==> src/rtl/rvcpu_pkg.sv <==
// Shared types and defaults for the RVCPU memory arbiter slice.
package rvcpu_pkg;

  localparam int AW_DEF       = 32;
  localparam int DW_DEF       = 32;
  localparam int MAX_WAIT_DEF = 4;

  // Which port the read data returning next cycle belongs to.
  typedef enum logic [1:0] {
    OWN_NONE = 2'd0,
    OWN_IF   = 2'd1,
    OWN_D    = 2'd2
  } owner_e;

endpackage

==> src/rtl/rvcpu_arb_pick.sv <==
// Combinational priority pick between fetch and data requests.
// Data normally wins a tie; force_if hands the tie to fetch instead.
module rvcpu_arb_pick (
  input  logic if_req,
  input  logic d_req,
  input  logic force_if,
  output logic if_gnt,
  output logic d_gnt
);

  // One-hot grant: at most one of if_gnt/d_gnt is ever high.
  always_comb begin
    if_gnt = 1'b0;
    d_gnt  = 1'b0;
    if (if_req && (!d_req || force_if)) begin
      if_gnt = 1'b1;
    end else if (d_req) begin
      d_gnt = 1'b1;
    end
  end

endmodule

==> src/rtl/rvcpu_mem_arbiter.sv <==
// Shares one single-port synchronous RAM (1-cycle read latency) between
// the instruction-fetch port and the load/store port.
//
// Handshake: a port raises *_req with its address/data stable; the request
// is accepted in the same cycle *_gnt is high (req & gnt = transfer). The
// requester must hold its fields until that cycle, or may drop req before
// it. For a granted read, *_rvalid is high for exactly one cycle on the
// following cycle with *_rdata valid; there is no backpressure on rvalid.
module rvcpu_mem_arbiter
  import rvcpu_pkg::*;
#(
  parameter int AW       = AW_DEF,
  parameter int DW       = DW_DEF,
  parameter int MAX_WAIT = MAX_WAIT_DEF
) (
  input  logic            clk,
  input  logic            rst,
  input  logic            if_req,
  input  logic [AW-1:0]   if_addr,
  output logic            if_gnt,
  output logic            if_rvalid,
  output logic [DW-1:0]   if_rdata,
  input  logic            d_req,
  input  logic            d_we,
  input  logic [DW/8-1:0] d_be,
  input  logic [AW-1:0]   d_addr,
  input  logic [DW-1:0]   d_wdata,
  output logic            d_gnt,
  output logic            d_rvalid,
  output logic [DW-1:0]   d_rdata,
  output logic            mem_en,
  output logic [DW/8-1:0] mem_we,
  output logic [AW-3:0]   mem_addr,
  output logic [DW-1:0]   mem_wdata,
  input  logic [DW-1:0]   mem_rdata,
  output logic [31:0]     perf_conflicts,
  output owner_e          dbg_owner
);

  localparam logic [3:0] MAX_WAIT_C = 4'(MAX_WAIT);

  owner_e     owner_q;
  owner_e     owner_d;
  logic [3:0] starve_cnt;
  logic       if_req_ok;
  logic       d_req_ok;
  logic       force_if;

  // Byte-offset bits do not select anything in a word-wide memory.
  logic unused_addr_lsbs;
  assign unused_addr_lsbs = ^{if_addr[1:0], d_addr[1:0]};

  // Nothing is granted while reset is held.
  assign if_req_ok = if_req & ~rst;
  assign d_req_ok  = d_req & ~rst;
  assign force_if  = (starve_cnt == MAX_WAIT_C);

  rvcpu_arb_pick u_pick (
    .if_req   (if_req_ok),
    .d_req    (d_req_ok),
    .force_if (force_if),
    .if_gnt   (if_gnt),
    .d_gnt    (d_gnt)
  );

  // Route the winner onto the memory port; idle drives all zeros.
  always_comb begin
    mem_en    = if_gnt | d_gnt;
    mem_we    = '0;
    mem_addr  = '0;
    mem_wdata = '0;
    if (if_gnt) begin
      mem_addr = if_addr[AW-1:2];
    end else if (d_gnt) begin
      mem_addr  = d_addr[AW-1:2];
      mem_wdata = d_wdata;
      if (d_we) begin
        mem_we = d_be;
      end
    end
  end

  // Owner register: remembers who issued the read now in flight.
  always_ff @(posedge clk) begin
    if (rst) begin
      owner_q <= OWN_NONE;
    end else begin
      owner_q <= owner_d;
    end
  end

  // Next owner: reader of this cycle's grant, NONE for stores and idle.
  always_comb begin
    owner_d = OWN_NONE;
    if (if_gnt) begin
      owner_d = OWN_IF;
    end else if (d_gnt && !d_we) begin
      owner_d = OWN_D;
    end
  end

  // A read caught by reset is dropped, so rvalid is masked during reset.
  assign if_rvalid = (owner_q == OWN_IF) & ~rst;
  assign d_rvalid  = (owner_q == OWN_D) & ~rst;
  assign if_rdata  = mem_rdata;
  assign d_rdata   = mem_rdata;
  assign dbg_owner = owner_q;

  // Starvation counter: consecutive cycles fetch waited behind data.
  always_ff @(posedge clk) begin
    if (rst) begin
      starve_cnt <= '0;
    end else if (!if_req || if_gnt) begin
      starve_cnt <= '0;
    end else if (starve_cnt != MAX_WAIT_C) begin
      starve_cnt <= starve_cnt + 4'd1;
    end
  end

  // Conflict counter: cycles with both ports requesting, saturating.
  always_ff @(posedge clk) begin
    if (rst) begin
      perf_conflicts <= '0;
    end else if (if_req && d_req && (perf_conflicts != 32'hFFFF_FFFF)) begin
      perf_conflicts <= perf_conflicts + 32'd1;
    end
  end

endmodule
==> config.mk <==
export PLATFORM = sky130hd
export DESIGN_NAME = rvcpu_mem_arbiter
export DESIGN_NICKNAME = d
export VERILOG_FILES = /design/src/rtl/rvcpu_pkg.sv /design/src/rtl/rvcpu_arb_pick.sv /design/src/rtl/rvcpu_mem_arbiter.sv
export SDC_FILE = /design/constraint.sdc
export NUM_CORES = 1
export LEC_CHECK = 0
export ABC_AREA = 1
export BUFFER_PORTS_ARGS = -buffer_cell sky130_fd_sc_hd__clkbuf_2
export CORE_AREA = 3 3 116 118
export DETAILED_ROUTE_END_ITERATION = 8
export DIE_AREA = 0 0 119 121
export PLACE_DENSITY_LB_ADDON = 0.3
export REMOVE_ABC_BUFFERS = 1
export SETUP_SLACK_MARGIN = 0.5
export SLEW_MARGIN = 25
export SYNTH_ARGS = -nofsm -noshare
export SYNTH_HDL_FRONTEND = slang
export SYNTH_SLANG_ARGS = --single-unit
==> constraint.sdc <==
create_clock -name clk -period 2.8 [get_ports clk]
set_input_delay 0.14 -clock clk [delete_from_list [all_inputs] [get_ports clk]]
set_output_delay 0.14 -clock clk [all_outputs]
set_load 0.01 [all_outputs]
==> results of run 1 <==
## worst paths after layout
path	from	to	slack, ns	depth (start not counted)
hold reg to reg	starve_cnt[0]	starve_cnt[0]	0.47	1
setup reg to reg	perf_conflicts[0]	perf_conflicts[20]	0.91	8
setup / recovery	starve_cnt[0]	mem_we[2]	0.57	9
hold / removal	d_we	dbg_owner[1]	0.08	2
## repair_timing
item | in CTS | in global routing
gates resized for setup | 0 | 4
hold buffers | 0 | 0
endpoints found under the setup margin | 0 | 39
## per-stage QoR
stage | power [W] | std cells
2_1_floorplan | 0.000677 | 455
3_3_place_gp | 0.000840 | 835
3_5_place_dp | 0.000842 | 835
4_1_cts | 0.00142 | 843
5_1_grt | 0.00147 | 843
6_report | 0.00140 | 843
## report_power, final
group          total (W)  switching (W)  internal, W
Combinational   0.000280       0.000155     0.000125
Clock           0.000574       0.000221     0.000353
Sequential      0.000548     0.00000354     0.000544
## flip-flops by register name, summed over array words and instances (netlist names)
signal,cells
dbg_owner,2
perf_conflicts,32
starve_cnt,4
## per-layer routing
| metal | GRT usage, % | up-vias |
|---|---|---|
| met5 | 2.21 | - |
| met4 | 2.03 | 2 |
| met3 | 9.79 | 10 |
| met2 | 25.4 | 240 |
| met1 | 29.2 | 1665 |
| li1 | - | 1902 |
## layout make-up
cell class                 instances  area, sq um  share of cell area, %
multi-input combinational        350         1760                   42.1
inverter                          67          254                   6.07
sequential                        38          761                   18.2
clock buffer                       7          143                   3.41
timing repair buffer             208         1050                   25.0
tap                              172          215                   5.14
clock inverter                     1         5.00                  0.120
## cell families after synthesis
family                   after synthesis  synth area share [%]
adder cells (fa/ha/maj)                3                  1.11
AND/OR/NAND/NOR                      284                  36.8
XOR/XNOR                               4                  1.04
buffers and inverters                151                  25.5
AO/OA/AOI/OAI                         59                  13.0
flip-flops                            38                  22.5
## synthesized netlist by cell type
cell type / n
nor2_1: 115
nand2_1: 97
buf_4: 69
inv_1: 65
dfxtp_1: 38
nand3_1: 33
a22o_1: 30
a21oi_1: 15
nand4_1: 12
buf_2: 11
nand2_2: 7
a21oi_2: 6
a31oi_1: 6
nor3_1: 6
nor2_4: 5
buf_6: 3
ha_1: 3
nor2_2: 3
xnor2_1: 3
inv_2: 2
and2_1: 1
and3_1: 1
buf_1: 1
nand2_4: 1
nand3_2: 1
nand3_4: 1
nand3b_1: 1
o21a_1: 1
o21ai_0: 1
xor2_1: 1
==> flow_metrics.env, run 1 <==
export IMPL_place_hpwl_um=12300
export IMPL_post_synth_main_area_contributors="dfxtp_1 23%, buf_4 15%, nor2_1 13%"
export IMPL_crit_path_top_delay_cell="dfxtp_1"
export IMPL_num_nets_final=810
export IMPL_cts_setup_buffers=0
export IMPL_critical_path_endpoint_type="output pin"
export IMPL_timing_critical_path_slowest_cell_delay_ns=0.38
export IMPL_floorplan_initialDensity_pct=26.9
export IMPL_met3RoutedLength_um=2280
export IMPL_root_buffer="clkbuf_16"
export IMPL_critPathRequiredTime_ns=2.66
export IMPL_finalSetupViolations=0
export IMPL_syn_mean_instance_area_sq_um=6.27
export IMPL_drtAntennaViolNets=0
export IMPL_wl_met1_um=6650
export IMPL_maxCapViolCount=0
export IMPL_number_of_global_route_vias_before_repair=3492
export IMPL_clock_insertion_delay_worst_skew_ns=0.28
export IMPL_antenna_violations_before_repair=0
export IMPL_first_drt_iteration_drcs=318
export IMPL_dr_pass1_iters=4
export IMPL_top_signal_layer_used="met5"
export IMPL_die_h_um=121
export IMPL_vias=3819
export IMPL_maximum_clock_frequency_mhz=448
export IMPL_timing_setup_tns_ns=0
export IMPL_design_portCount=306
export IMPL_crit_arrival_ns=2.09
export IMPL_critical_path_most_common_cell="nand2_1"
export IMPL_max_vdd_ir_drop_uv=172
export IMPL_cts_buffers=5
export IMPL_slew_violations=0
export IMPL_pin_count_of_the_biggest_net_entering_global_routing=38
export IMPL_die_width_um=119
export IMPL_post_route_worst_setup_slack_ns=0.568
export IMPL_final_core_utilization_pct=33.3
export IMPL_path_class="reg -> out"
export IMPL_mostFrequentLayoutCell="clkbuf_2"
export IMPL_antenna_diode_count=0
export IMPL_syn_inst=539
export IMPL_vias_per_cell=4.53
export IMPL_most_frequent_cells_in_the_layout="205 x clkbuf_2, 113 x nor2_1, 97 x nand2_1, 65 x inv_1, 38 x dfxtp_1"
export IMPL_ys_warn_count=0
export IMPL_timing_final_crit_period_ns=2.23
export IMPL_post_route_period_util_pct=79.7
export IMPL_clock_skew_final_ns=0.00430
export IMPL_placement_rows=41
export IMPL_grt_overflow_total=0
export IMPL_areaGrowthSynthToFinish_pct=23.9
export IMPL_detail_route_drc_violations=0
export IMPL_dieArea_sq_mm=0.0144
export IMPL_power_density_mw_per_mm2=335
export IMPL_leakage_power_total_nw=2.22
export IMPL_synth_area_leader_cell="dfxtp_1"
export IMPL_synth_seq_area_share_pct=22.5
export IMPL_placement_io_buffers=205
export IMPL_first_pass_grt_wire_length_um=21500
export IMPL_fillCellCount=1464
export IMPL_wire_per_inst_um=17.3
export IMPL_clock_path_buffers=2
export IMPL_layout_drive_gt1_share_pct=36.2
export IMPL_synth_distinct_cells=30
export IMPL_clock_tree_htree_level_count=2
export IMPL_crit_path_cell_trace="inv_1, ha_1, nand2_1, nand2_1, nand3_1, nand2_1, buf_4, nor2_1, clkbuf_2"
export IMPL_met2WireLength_um=5530
export IMPL_clock_tree_from_tritoncts="done"
export IMPL_gp_routability_congestion=0.880
export IMPL_worst_path_buf_inv=3
export IMPL_final_area_sq_mm=0.00419
export IMPL_wl_um=14600
export IMPL_setup_repair_after_global_routing_missed_its_margin="yes"
export IMPL_cpLargestDelayFamily="simple AND/OR/NAND/NOR gates"
export IMPL_dpl_instance_area_sq_mm=0.00403
export IMPL_globalRouteTotalUtil_pct=19.6
export IMPL_place_ws_ns=0.880
export IMPL_cts_reportedPaths_clkPinSlew_ns=0.06
export IMPL_hold_worst_slack_ns=0.0774
export IMPL_core_region_area_sq_mm=0.0126
export IMPL_synth_top_cell_area_share_pct=22.5
export IMPL_netlist_area_before_placement_sq_mm=0.00338
export IMPL_worst_slew_margin_rel_pct=59.9
export IMPL_worst_slew_pin_transition_ns=0.599
export IMPL_tritoncts_num_sinks=38
export IMPL_finalHoldViolations=0
export IMPL_path_max_fanout=37
export IMPL_status="completed"
export IMPL_synth_seq_cells=38
export IMPL_timing_critical_path_from_type="flop"
export IMPL_min_path_type="in -> reg"
No activity file was read; power rests on OpenSTA's default activity.
==> inputs of run 2 (changes only) <==
--- a/config.mk
+++ b/config.mk
@@ -5,11 +5,11 @@
 export SDC_FILE = /design/constraint.sdc
 export NUM_CORES = 1
 export LEC_CHECK = 0
-export ABC_AREA = 1
+export ABC_AREA = 0
 export BUFFER_PORTS_ARGS = -buffer_cell sky130_fd_sc_hd__clkbuf_2
-export CORE_AREA = 3 3 116 118
+export CORE_AREA = 3 3 119 121
 export DETAILED_ROUTE_END_ITERATION = 8
-export DIE_AREA = 0 0 119 121
+export DIE_AREA = 0 0 122 124
 export PLACE_DENSITY_LB_ADDON = 0.3
 export REMOVE_ABC_BUFFERS = 1
 export SETUP_SLACK_MARGIN = 0.5
==> constraint.sdc (replaced) <==
create_clock -name clk -period 2 [get_ports clk]
set_input_delay 0.1 -clock clk [delete_from_list [all_inputs] [get_ports clk]]
set_output_delay 0.1 -clock clk [all_outputs]
set_load 0.01 [all_outputs]
==> flow_metrics.env, run 2 <==
export IMPL_status="finished with violations"
export IMPL_violations="setup timing"
export IMPL_number_of_global_route_vias_before_repair=3611
export IMPL_synth_distinct_cells=41
export IMPL_timing_critical_path_from_type="flop"
export IMPL_clock_skew_final_ns=0.00312
export IMPL_multiplexer_fraction_of_the_synthesized_cell_area_pct=1.11
export IMPL_core_region_area_sq_mm=0.0132
export IMPL_top_signal_layer_used="met5"
export IMPL_synth_seq_area_share_pct=26.0
export IMPL_num_nets_final=730
export IMPL_finalHoldViolations=0
export IMPL_timing_setup_tns_ns=-0.654
export IMPL_placement_io_buffers=205
export IMPL_fillCellCount=1310
export IMPL_max_vdd_ir_drop_uv=304
export IMPL_slew_violations=0
export IMPL_met3RoutedLength_um=1970
export IMPL_startpoint="starve_cnt[1]"
export IMPL_worst_slew_margin_rel_pct=79.3
export IMPL_die_width_um=122
export IMPL_wl_met1_um=6160
export IMPL_worst_slew_pin_transition_ns=0.308
export IMPL_timing_final_crit_period_ns=2.05
export IMPL_post_route_period_util_pct=102
export IMPL_rr_startpoint="perf_conflicts[8]"
export IMPL_critical_path_endpoint_type="output pin"
export IMPL_synth_area_in_compound_gates_pct=20.0
export IMPL_syn_mean_instance_area_sq_um=8.02
export IMPL_place_hpwl_um=11600
export IMPL_gp_routability_congestion=0.808
export IMPL_power_density_mw_per_mm2=374
export IMPL_tritoncts_num_sinks=38
export IMPL_cts_buffers=5
export IMPL_floorplan_initialDensity_pct=22.1
export IMPL_min_path_type="in -> reg"
export IMPL_maxCapViolCount=0
export IMPL_most_frequent_cells_in_the_layout="138 x clkbuf_2, 58 x buf_4, 45 x buf_6, 31 x and2_4"
export IMPL_max_flop_register="perf_conflicts"
export IMPL_vias=3739
export IMPL_path_max_fanout=4
export IMPL_maximum_clock_frequency_mhz=488
export IMPL_hp_start="d_we"
export IMPL_layout_drive_gt1_share_pct=75.5
export IMPL_drtAntennaViolNets=0
export IMPL_design_portCount=306
export IMPL_placement_rows=42
export IMPL_setup_repair_after_global_routing_missed_its_margin="yes"
export IMPL_clock_path_buffers=2
export IMPL_place_ws_ns=0.0123
export IMPL_grt_overflow_total=0
export IMPL_antenna_violations_before_repair=0
export IMPL_detail_route_drc_violations=0
export IMPL_clock_insertion_delay_worst_skew_ns=0.28
export IMPL_wl_um=16400
export IMPL_wire_per_inst_um=21.4
export IMPL_areaGrowthSynthToFinish_pct=98.7
export IMPL_root_buffer="clkbuf_16"
export IMPL_finalSetupViolations=34
export IMPL_vias_per_cell=4.87
export IMPL_first_pass_grt_wire_length_um=22100
export IMPL_globalRouteTotalUtil_pct=19.5
export IMPL_clock_tree_from_tritoncts="done"
export IMPL_synth_top_cell_area_share_pct=26.0
export IMPL_critPathRequiredTime_ns=1.90
export IMPL_path_class="reg -> out"
export IMPL_syn_inst=364
export IMPL_netlist_area_before_placement_sq_mm=0.00292
export IMPL_post_synth_main_area_contributors="dfxtp_1 26%, buf_4 17%, a22o_1 9.0%"
export IMPL_place_detailed_instances=705
export IMPL_synth_area_leader_cell="dfxtp_1"
export IMPL_pin_count_of_the_biggest_net_entering_global_routing=23
export IMPL_synth_simple_gate_area_share_pct=28.6
export IMPL_filler_free_cell_count_of_the_finished_design=767
export IMPL_synth_seq_cells=38
export IMPL_mostFrequentLayoutCell="clkbuf_2"
export IMPL_dr_pass1_iters=4
export IMPL_synth_adder_area_share_pct=1.29
export IMPL_crit_arrival_ns=1.95
export IMPL_post_route_worst_setup_slack_ns=-0.0491
export IMPL_largest_register_ff_count=32
export IMPL_ys_warn_count=0
export IMPL_asyncSetResetFlopFracSynth_pct=0
export IMPL_clock_tree_htree_level_count=2
export IMPL_first_drt_iteration_drcs=131
export IMPL_number_of_enable_type_register_cells_in_the_synthesized_netlist=0
export IMPL_met2WireLength_um=8160
export IMPL_ys_dominant_reg_cell="dfxtp_1"
export IMPL_post_synth_xor_area_fraction_pct=3.30
export IMPL_cts_reportedPaths_clkPinSlew_ns=0.06
export IMPL_antenna_diode_count=0
export IMPL_top_cells_by_count_synth="65 x buf_4, 38 x dfxtp_1, 34 x and2_1, 30 x a22o_1, 24 x nor2_1"
export IMPL_synth_most_common_cell="buf_4"
export IMPL_die_h_um=124
export IMPL_leakage_power_total_nw=2.62
export IMPL_dieArea_sq_mm=0.0151
export IMPL_main_combinational_cell_family_by_area_after_synthesis="simple AND/OR/NAND/NOR gates"
run 2: changes by cell type in the layout (fill, tap and decap cells not counted), sizes merged, moves of 33 or more:
cell | before | now
and2 | 1 | 34
buf | 3 | 152
inv | 67 | 4
nand2 | 105 | 15
clkbuf | 212 | 156
nor2 | 123 | 24
run 2: logic make-up after synthesis:
logic type | after synthesis
simple gates | 140
xor+xnor | 11
compound gates | 82
mux | 3
fa+ha+maj | 3
flops | 38
buf+inv | 87
run 2: power breakdown:
part / switching, W / internal (W) / total, W
clock: 0.000309 / 0.000494 / 0.000804
combinational: 0.000247 / 0.000353 / 0.000599
sequential: 0.00000509 / 0.000761 / 0.000766
total: 0.000561 / 0.00161 / 0.00217
run 2: through the flow:
stage               util (%)  area [sq um]  hold WS [ns]  total power [W]
floorplan                  -          2360         0.169         0.000917
global placement        30.0          3950         0.200          0.00115
detailed placement      30.0          3950         0.200          0.00116
CTS                     38.7          5100        0.0404          0.00209
global route            44.0          5800        0.0788          0.00225
finish                  44.0          5800        0.0649          0.00217
run 2: worst paths after layout:
kind / endpoint / slack [ns] / cells past startpoint
hold reg to reg: starve_cnt[3] / 0.53 / 2
setup / recovery: mem_addr[10] / -0.05 / 10
setup reg to reg: perf_conflicts[27] / 0.10 / 5
hold / removal: dbg_owner[1] / 0.06 / 2
run 2: routing by layer:
| metal | global-route usage, % | up-vias |
|---|---|---|
| met5 | 4.51 | - |
| met4 | 2.38 | 4 |
| met3 | 9.99 | 12 |
| met2 | 32.6 | 243 |
| met1 | 22.6 | 1770 |
| li1 | - | 1710 |
run 2: area by class of cell:
type                       instances  area (sq um)  share of cell area, %
clock buffer                       7           143                   2.46
clock inverter                     1          5.00                 0.0862
inverter                           4          15.0                  0.259
multi-input combinational        240          2130                   36.8
sequential                        38           798                   13.8
tap                              176           220                   3.79
timing repair buffer             301          2490                   42.9
run 2: worst max-delay path, cell delays in order (launching register included):
cell,delay (ns)
dfxtp_2,0.32
inv_2,0.06
ha_4,0.12
nand3b_1,0.14
a21oi_4,0.22
nor3b_4,0.07
buf_6,0.14
buf_6,0.13
clkbuf_16,0.15
a22o_1,0.19
buf_2,0.14
run 2: timing repair:
item | in CTS | in global routing
endpoints found under the setup margin | 101 | 101
gates cloned | 7 | 7
pin swaps | 55 | 62
gates resized for setup | 138 | 170
hold endpoints to repair | 0 | 0
buffers inserted | 30 | 10
hold buffers | 0 | 0
